## config.mk

```make
export PLATFORM = sky130hd
export DESIGN_NAME = axil_slot_arbiter
export DESIGN_NICKNAME = d
export VERILOG_FILES = /design/src/rtl/axil_slot_arbiter.sv
export SDC_FILE = /design/constraint.sdc
export NUM_CORES = 1
export LEC_CHECK = 0
export CORE_AREA = 4 4 170 172
export DETAILED_ROUTE_END_ITERATION = 10
export DIE_AREA = 0 0 174 176
export GPL_TIMING_DRIVEN = 1
export PLACE_DENSITY = 0.64
export SKIP_LAST_GASP = 1
export SLEW_MARGIN = 5
export SYNTH_ARGS = -nofsm -noshare
export SYNTH_HDL_FRONTEND = slang
export SYNTH_SLANG_ARGS = --single-unit
```

## constraint.sdc

```tcl
create_clock -name clk -period 5.7 [get_ports clk]
set_input_delay 1.14 -clock clk [delete_from_list [all_inputs] [get_ports clk]]
set_output_delay 1.14 -clock clk [all_outputs]
set_load 0.1 [all_outputs]
```

## src/rtl/axil_slot_arbiter.sv

```systemverilog
// Single-outstanding AXI3-lite to N AXI-lite slot bridge.
// Round-robin read/write grant, ID echo, DECERR for unmapped slots, SLVERR on slave timeout.
module axil_slot_arbiter #(
   parameter int                 N_SLOTS     = 4,
   parameter int                 ADDR_W      = 21,
   parameter int                 ID_W        = 12,
   parameter logic [N_SLOTS-1:0] SLOT_EN     = '1,
   parameter int                 TIMEOUT_CYC = 1024
) (
   input  logic                   clk,
   input  logic                   rst,
   input  logic [ID_W-1:0]        m_awid,
   input  logic [ADDR_W-1:0]      m_awaddr,
   input  logic                   m_awvalid,
   output logic                   m_awready,
   input  logic [31:0]            m_wdata,
   input  logic [3:0]             m_wstrb,
   input  logic                   m_wvalid,
   output logic                   m_wready,
   output logic [ID_W-1:0]        m_bid,
   output logic [1:0]             m_bresp,
   output logic                   m_bvalid,
   input  logic                   m_bready,
   input  logic [ID_W-1:0]        m_arid,
   input  logic [ADDR_W-1:0]      m_araddr,
   input  logic                   m_arvalid,
   output logic                   m_arready,
   output logic [ID_W-1:0]        m_rid,
   output logic [31:0]            m_rdata,
   output logic [1:0]             m_rresp,
   output logic                   m_rvalid,
   output logic                   m_rlast,
   input  logic                   m_rready,
   output logic [ADDR_W-1:0]      s_awaddr,
   output logic [N_SLOTS-1:0]     s_awvalid,
   input  logic [N_SLOTS-1:0]     s_awready,
   output logic [31:0]            s_wdata,
   output logic [3:0]             s_wstrb,
   output logic [N_SLOTS-1:0]     s_wvalid,
   input  logic [N_SLOTS-1:0]     s_wready,
   input  logic [2*N_SLOTS-1:0]   s_bresp,
   input  logic [N_SLOTS-1:0]     s_bvalid,
   output logic [N_SLOTS-1:0]     s_bready,
   output logic [ADDR_W-1:0]      s_araddr,
   output logic [N_SLOTS-1:0]     s_arvalid,
   input  logic [N_SLOTS-1:0]     s_arready,
   input  logic [32*N_SLOTS-1:0]  s_rdata,
   input  logic [2*N_SLOTS-1:0]   s_rresp,
   input  logic [N_SLOTS-1:0]     s_rvalid,
   output logic [N_SLOTS-1:0]     s_rready
);

   localparam int SEL_W = $clog2(N_SLOTS);
   localparam int TMO_W = (TIMEOUT_CYC > 2) ? $clog2(TIMEOUT_CYC) : 1;
   localparam logic [TMO_W-1:0] TMO_LAST = TMO_W'(TIMEOUT_CYC - 1);

   typedef enum logic [2:0] {
      IDLE, W_FWD, W_RESP, W_OUT, R_FWD, R_RESP, R_OUT
   } state_t;

   state_t              r_state;
   logic                r_last_rd;
   logic [ADDR_W-1:0]   r_addr;
   logic [31:0]         r_wdata;
   logic [3:0]          r_wstrb;
   logic [ID_W-1:0]     r_id;
   logic [SEL_W-1:0]    r_slot;
   logic                r_aw_pend;
   logic                r_w_pend;
   logic                r_ar_pend;
   logic [TMO_W-1:0]    r_tmo;
   logic [1:0]          r_resp;
   logic [31:0]         r_rdata;
   logic                r_bvalid;
   logic                r_rvalid;

   logic                w_wreq, w_rreq, w_idle;
   logic                w_gnt_w, w_gnt_r;
   logic [SEL_W-1:0]    w_aw_slot, w_ar_slot;
   logic [N_SLOTS-1:0]  w_sel;
   logic                w_tmo;
   logic                w_awrdy, w_wrdy, w_ardy, w_bvld, w_rvld;
   logic                w_aw_done, w_w_done;
   logic [1:0]          w_bresp, w_rresp;
   logic [31:0]         w_rdata;

   assign w_wreq    = m_awvalid & m_wvalid;
   assign w_rreq    = m_arvalid;
   assign w_idle    = (r_state == IDLE) & ~rst;
   // r_last_rd=1 means the previous grant went to a read
   assign w_gnt_w   = w_idle & w_wreq & (~w_rreq | r_last_rd);
   assign w_gnt_r   = w_idle & w_rreq & (~w_wreq | ~r_last_rd);
   assign w_aw_slot = m_awaddr[ADDR_W-1 -: SEL_W];
   assign w_ar_slot = m_araddr[ADDR_W-1 -: SEL_W];
   assign w_sel     = {{(N_SLOTS-1){1'b0}}, 1'b1} << r_slot;
   assign w_tmo     = (TIMEOUT_CYC != 0) && (r_tmo == TMO_LAST);

   assign w_awrdy   = |(s_awready & w_sel);
   assign w_wrdy    = |(s_wready & w_sel);
   assign w_ardy    = |(s_arready & w_sel);
   assign w_bvld    = |(s_bvalid & w_sel);
   assign w_rvld    = |(s_rvalid & w_sel);
   assign w_aw_done = ~r_aw_pend | w_awrdy;
   assign w_w_done  = ~r_w_pend | w_wrdy;

   always_comb begin
      w_bresp = '0;
      w_rresp = '0;
      w_rdata = '0;
      for (int i = 0; i < N_SLOTS; i++) begin
         if (w_sel[i]) begin
            w_bresp = s_bresp[2*i +: 2];
            w_rresp = s_rresp[2*i +: 2];
            w_rdata = s_rdata[32*i +: 32];
         end
      end
   end

   assign m_awready = w_gnt_w;
   assign m_wready  = w_gnt_w;
   assign m_arready = w_gnt_r;
   assign m_bvalid  = r_bvalid;
   assign m_rvalid  = r_rvalid;
   assign m_rlast   = r_rvalid;
   assign m_bid     = r_id;
   assign m_rid     = r_id;
   assign m_bresp   = r_resp;
   assign m_rresp   = r_resp;
   assign m_rdata   = r_rdata;

   assign s_awaddr  = r_addr;
   assign s_araddr  = r_addr;
   assign s_wdata   = r_wdata;
   assign s_wstrb   = r_wstrb;
   assign s_awvalid = r_aw_pend ? w_sel : '0;
   assign s_wvalid  = r_w_pend ? w_sel : '0;
   assign s_arvalid = r_ar_pend ? w_sel : '0;
   assign s_bready  = (r_state == W_RESP) ? w_sel : '0;
   assign s_rready  = (r_state == R_RESP) ? w_sel : '0;

   always_ff @(posedge clk or posedge rst) begin
      if (rst) begin
         r_state   <= IDLE;
         r_last_rd <= 1'b0;
         r_addr    <= '0;
         r_wdata   <= '0;
         r_wstrb   <= '0;
         r_id      <= '0;
         r_slot    <= '0;
         r_aw_pend <= 1'b0;
         r_w_pend  <= 1'b0;
         r_ar_pend <= 1'b0;
         r_tmo     <= '0;
         r_resp    <= '0;
         r_rdata   <= '0;
         r_bvalid  <= 1'b0;
         r_rvalid  <= 1'b0;
      end else begin
         r_tmo <= r_tmo + TMO_W'(1);
         unique case (r_state)
            IDLE: begin
               if (w_gnt_w) begin
                  r_last_rd <= 1'b0;
                  r_addr    <= m_awaddr;
                  r_wdata   <= m_wdata;
                  r_wstrb   <= m_wstrb;
                  r_id      <= m_awid;
                  r_slot    <= w_aw_slot;
                  r_tmo     <= '0;
                  if (SLOT_EN[w_aw_slot]) begin
                     r_aw_pend <= 1'b1;
                     r_w_pend  <= 1'b1;
                     r_state   <= W_FWD;
                  end else begin
                     r_resp   <= 2'b11;
                     r_bvalid <= 1'b1;
                     r_state  <= W_OUT;
                  end
               end else if (w_gnt_r) begin
                  r_last_rd <= 1'b1;
                  r_addr    <= m_araddr;
                  r_id      <= m_arid;
                  r_slot    <= w_ar_slot;
                  r_tmo     <= '0;
                  if (SLOT_EN[w_ar_slot]) begin
                     r_ar_pend <= 1'b1;
                     r_state   <= R_FWD;
                  end else begin
                     r_resp   <= 2'b11;
                     r_rdata  <= '0;
                     r_rvalid <= 1'b1;
                     r_state  <= R_OUT;
                  end
               end
            end
            W_FWD: begin
               if (w_tmo) begin
                  r_aw_pend <= 1'b0;
                  r_w_pend  <= 1'b0;
                  r_resp    <= 2'b10;
                  r_bvalid  <= 1'b1;
                  r_state   <= W_OUT;
               end else begin
                  if (w_awrdy) r_aw_pend <= 1'b0;
                  if (w_wrdy) r_w_pend <= 1'b0;
                  if (w_aw_done & w_w_done) r_state <= W_RESP;
               end
            end
            W_RESP: begin
               if (w_tmo) begin
                  r_resp   <= 2'b10;
                  r_bvalid <= 1'b1;
                  r_state  <= W_OUT;
               end else if (w_bvld) begin
                  r_resp   <= w_bresp;
                  r_bvalid <= 1'b1;
                  r_state  <= W_OUT;
               end
            end
            W_OUT: begin
               if (m_bready) begin
                  r_bvalid <= 1'b0;
                  r_state  <= IDLE;
               end
            end
            R_FWD: begin
               if (w_tmo) begin
                  r_ar_pend <= 1'b0;
                  r_resp    <= 2'b10;
                  r_rdata   <= '0;
                  r_rvalid  <= 1'b1;
                  r_state   <= R_OUT;
               end else if (w_ardy) begin
                  r_ar_pend <= 1'b0;
                  r_state   <= R_RESP;
               end
            end
            R_RESP: begin
               if (w_tmo) begin
                  r_resp   <= 2'b10;
                  r_rdata  <= '0;
                  r_rvalid <= 1'b1;
                  r_state  <= R_OUT;
               end else if (w_rvld) begin
                  r_resp   <= w_rresp;
                  r_rdata  <= w_rdata;
                  r_rvalid <= 1'b1;
                  r_state  <= R_OUT;
               end
            end
            R_OUT: begin
               if (m_rready) begin
                  r_rvalid <= 1'b0;
                  r_state  <= IDLE;
               end
            end
            default: r_state <= IDLE;
         endcase
      end
   end

endmodule

```

Yosys cells after proc, flatten, opt, wreduce, memory -nomap -nowiden
Cells that the tools add are included.

storage, ports and cells
  register bits after elaboration = 124
  bits of input ports = 273
  output and inout port bits = 164
  word-level logic and storage cells = 185

cells by class
  add/subtract/negate cells = 1
  $lt $le $gt $ge = 2
  equality and inequality tests = 28
  shift operators = 1
  mux-type cells = 92
  bitwise operators = 22
  reduce and logical (&&, ||, !) cells = 24

operators by type and width
  kind                   count
  $mux 32                10
  $pmux 32 s3            1
  $mux 2                 21
  $mux 21                2
  $mux 3                 12
  $mux 10                3
  $mux 1                 27
  $ne 3x3->1 const B     9
  $mux 12                2
  $pmux 3 s7             1
  $reduce_and 7->1       3
  $and 4x4->4            5
  $mux 4                 5
  $reduce_or 4->1        5
  $ne 2x2->1 const B     9
  $reduce_and 6->1       2
  $reduce_bool 4->1      3
  $add 10x1->10 const B  1
  $eq 10x10->1 const B   1
  $eq 3x3->1 const B     3
  $pmux 1 s4             2
  $pmux 2 s4             1
  $reduce_and 4->1       2
  $and 1x1->1            7
  other kinds (15)       33

Longest topological paths before layout
  depth in word-level cells = 8
  mapped depth = 10
  gate-level depth less buffers = 7

Worst setup path after synthesis
No wires, ideal clock.

  path type = input-to-output
  from = input rst
  to = output m_arready
  arrival = 5.301 ns
  data required time = 4.560 ns
  setup slack = -0.741 ns
  cell stages on the path = 4
  cell sequence = inv_1 nand4_1 clkinv_1 clkbuf_1

between the ends
  cells in the longest elaborated chain, start to end = 4

RTL lines
  element                    RTL line  source
  from (decl)                11        input logic rst,
  $not 1->1                  89        assign w_idle = (r_state == IDLE) & ~rst;
  $and 1x1->1                89
  $and 1x1->1 (2 in series)  92        assign w_gnt_r = w_idle & w_rreq & (~w_wreq | ~r_last_rd);
  to (decl)                  27        output logic m_arready,

No other way between the ends.

Worst setup path after layout
  from = input m_arvalid
  to = output m_wready

between the ends
  cells in the longest elaborated chain, start to end = 3

RTL lines
  element      RTL line  source
  from (decl)  26        input logic m_arvalid,
  $not 1->1    91        assign w_gnt_w = w_idle & w_wreq & (~w_rreq | r_last_rd);
  $or 1x1->1   91
  $and 1x1->1  91
  to (decl)    19        output logic m_wready,

No other way between the ends.

==> results.cfg <==
[status]
status = finished, final reports clean

[clock_network]
cts-hold-fix-buffers = 0
clock_path_buffers = 2
cts_setup_buffers = 0
ctsResizeCount = 0
cts_buffers = 17
clk_pin_slew_ns = 0.06
cts_root_buffer = clkbuf_16
numClockSinks = 122
cts_tree = done
clkLatencyLatePin_ns = 0.41
cts_max_level = 4

[synthesis]
async_flop_share_pct = 100.0
yosysWarnings = 0
yosysMostFrequentCell = nand2_1
synth_area_um2 = 6648
ys_types = 46
yosys.area.top_type = dfrtp_1
syn_area_per_cell_um2 = 9.081
synth_fp_nets = 1006
synth-edff-count = 0
ys_ff_latch = 122
synthCells = 732
ys_top_cells_by_count = nand2_1, dfrtp_1, nor2_1, buf_4, mux4_2
seq_area_frac_synth_pct = 45.93
synthTopCellsByArea = dfrtp_1, nand2_1, mux4_2, buf_4, nor2_1
synth_top_area_share_pct = 45.93
ys.flop_type = dfrtp_1

[critical_path]
r2r-start = s_araddr[19]$_DFFE_PP0P_
critPathBufInv = 3
crit_path_start_kind = input pin
endpoint_kind = output pin
worstSetupPathType = input pin to output pin
cp.depth = 6
crit_path_top_delay_cell = nor3_1
cp_max_fo = 26
cp-startpoint = m_arvalid
arrival_ns = 3.13
crit_end = m_wready
regToRegSetupSlack_ns = 2.95
rr_worst_depth = 6
cp_top_family = simple AND/OR/NAND/NOR gates
cp_cell_sequence = clkdlybuf4s50_1 > nor2b_1 > nor3_1 > nand2_4 > inv_1 > buf_12
cpPeakStageDelay_ns = 0.55
r2r-end = m_bresp[0]$_DFFE_PP0P_
critPathRequiredTime_ns = 4.56

[timing]
clock_skew_ns = 0.009837
tightest_slew_ns = 1.103
period_share_pct = 74.91
period_needed_ns = 4.270
setup_violations = 0
final-hold-violation-count = 0
slew_viol_final = 0
clock.fmax_mhz = 234.2
finalSetupTns_ns = 0
rsz0062_at_grt = no
max_slew_margin_pct = 26.22

[floorplanning]
dieArea_um2 = 30620
die_w_um = 174
io_pins = 437
coreArea_um2 = 27480
placementRows = 61
die_h_um = 176
initial_utilization_pct = 24.19

[pwr]
peakVddDrop_mv = 0.5117
leakage_nw = 5.012
power_density_nw_per_um2 = 675.8
p_total_mw = 7.934

[global_routing]
grt_pass1_vias = 7234
grt_pass1_wl_mm = 44.08
grt_util_all_layers_pct = 18.65
gr-usage-met1_pct = 22.31
grt-ovfl-total = 0
met2_usage_pct = 31.94
met3_usage_pct = 7.152
top_usage_layer = met2
antenna_found_initial = 3
grt_max_degree = 84

[place]
portBuffers = 436
place.gp.congestion = 0.8318
place_hpwl_mm = 22.38
dp_cells = 1441
placed_area_um2 = 11090

[run]
drv_cap = 0

[routing]
drtIter0Drc = 389
dr.pass1.iters = 5
ant_nets = 0
routed_wl_mm = 29.21
wire_per_inst_um = 19.82
viasPerCell = 4.664
post-route-drc-count = 0
via_count = 6874

[cells_and_area]
syn2layout_area_growth_pct = 76.62
final_cells = 1474
final_nets = 1388
layout-drive-gt1-share_pct = 8.607
final_area_um2 = 11740

[worst_hold_path]
hold_class = flip-flop to flip-flop
[registers in the layout, indices dropped and copies added, names as in the netlist]
name       count
m_rdata       32
r_tmo         10
s_wdata       32
r_last_rd      1
r_ar_pend      1
m_rlast        1
r_w_pend       1
m_bid         12
m_bresp        2
s_araddr      21
r_aw_pend      1
r_state        3
s_wstrb        4
m_bvalid       1
[worst min-delay path by stage]
stage	startpoint	endpoint	slack [ns]	depth (start not counted)
finish	r_tmo[0]$_DFF_PP0_	r_tmo[0]$_DFF_PP0_	0.46	1
global placement	r_tmo[0]$_DFF_PP0_	r_tmo[0]$_DFF_PP0_	0.44	1
floorplan	r_tmo[0]$_DFF_PP0_	r_tmo[0]$_DFF_PP0_	0.42	1
detailed placement	r_tmo[0]$_DFF_PP0_	r_tmo[0]$_DFF_PP0_	0.45	1
global route	r_tmo[0]$_DFF_PP0_	r_tmo[0]$_DFF_PP0_	0.47	1
CTS	r_tmo[0]$_DFF_PP0_	r_tmo[0]$_DFF_PP0_	0.45	1
[worst register-to-register path, delay by kind of cell, from the launching register on]
family / cells / cell delay [ns]
buf+inv: 1 / 0.25
compound gates: 2 / 0.58
flops: 1 / 0.76
mux: 2 / 1.00
simple gates: 1 / 0.04
[layer usage]
layer	routed length, um	up-vias
met2	14370	338
met3	2796	24
li1	-	3208
met5	24	-
met1	11580	3300
met4	445	4
[area by class of cell]
type | count | area (um2)
fill | 2736 | 15740
timing repair buffer | 448 | 4484
multi-input combinational | 515 | 3072
sequential | 122 | 3058
tap | 346 | 432.9
clock buffer | 17 | 425.4
clock inverter | 15 | 225.2
inverter | 10 | 41.29
antenna | 1 | 2.502
[cell families (layout without fill, tap and decap cells)]
logic type / count (synthesis) / after routing / share of synthesized area (%)
compound gates: 65 / 65 / 6.437
xor+xnor: 8 / 8 / 1.054
fa+ha+maj: 1 / 1 / 0.1882
buf+inv: 95 / 490 / 8.018
flops: 122 / 122 / 45.93
mux: 44 / 44 / 14.04
other cells: 0 / 1 / 0
simple gates: 397 / 397 / 24.34
[per-stage QoR]
stage | hold slack [ns] | util (%) | setup WS (ns)
floorplan | 0.4244 | - | 0.5218
global placement | 0.4447 | 40.36 | 1.478
detailed placement | 0.4474 | 40.36 | 1.432
CTS | 0.4546 | 42.72 | 1.426
global route | 0.4656 | 42.72 | 1.302
finish | 0.4608 | 42.73 | 1.430
[placed cells by master (no fill, tap or decap), types with 5 or more instances in the layout]
cell type,instances
nor2_1,66
clkbuf_16,17
mux4_2,39
buf_4,12
inv_6,5
nand2_1,257
nand3_1,37
and3_1,6
clkdlybuf4s50_1,433
dfrtp_1,120
a21oi_1,7
inv_1,8
nor3_1,14
a31oi_1,36
[power breakdown]
part / switching [mW] / internal, mW / total, mW / leakage (nW)
Combinational: 3.87 / 1.34 / 5.21 / 3.13
Clock: 0.477 / 0.753 / 1.23 / 0.317
Sequential: 0.316 / 1.18 / 1.50 / 1.57
(Power assumes the default switching activity.)
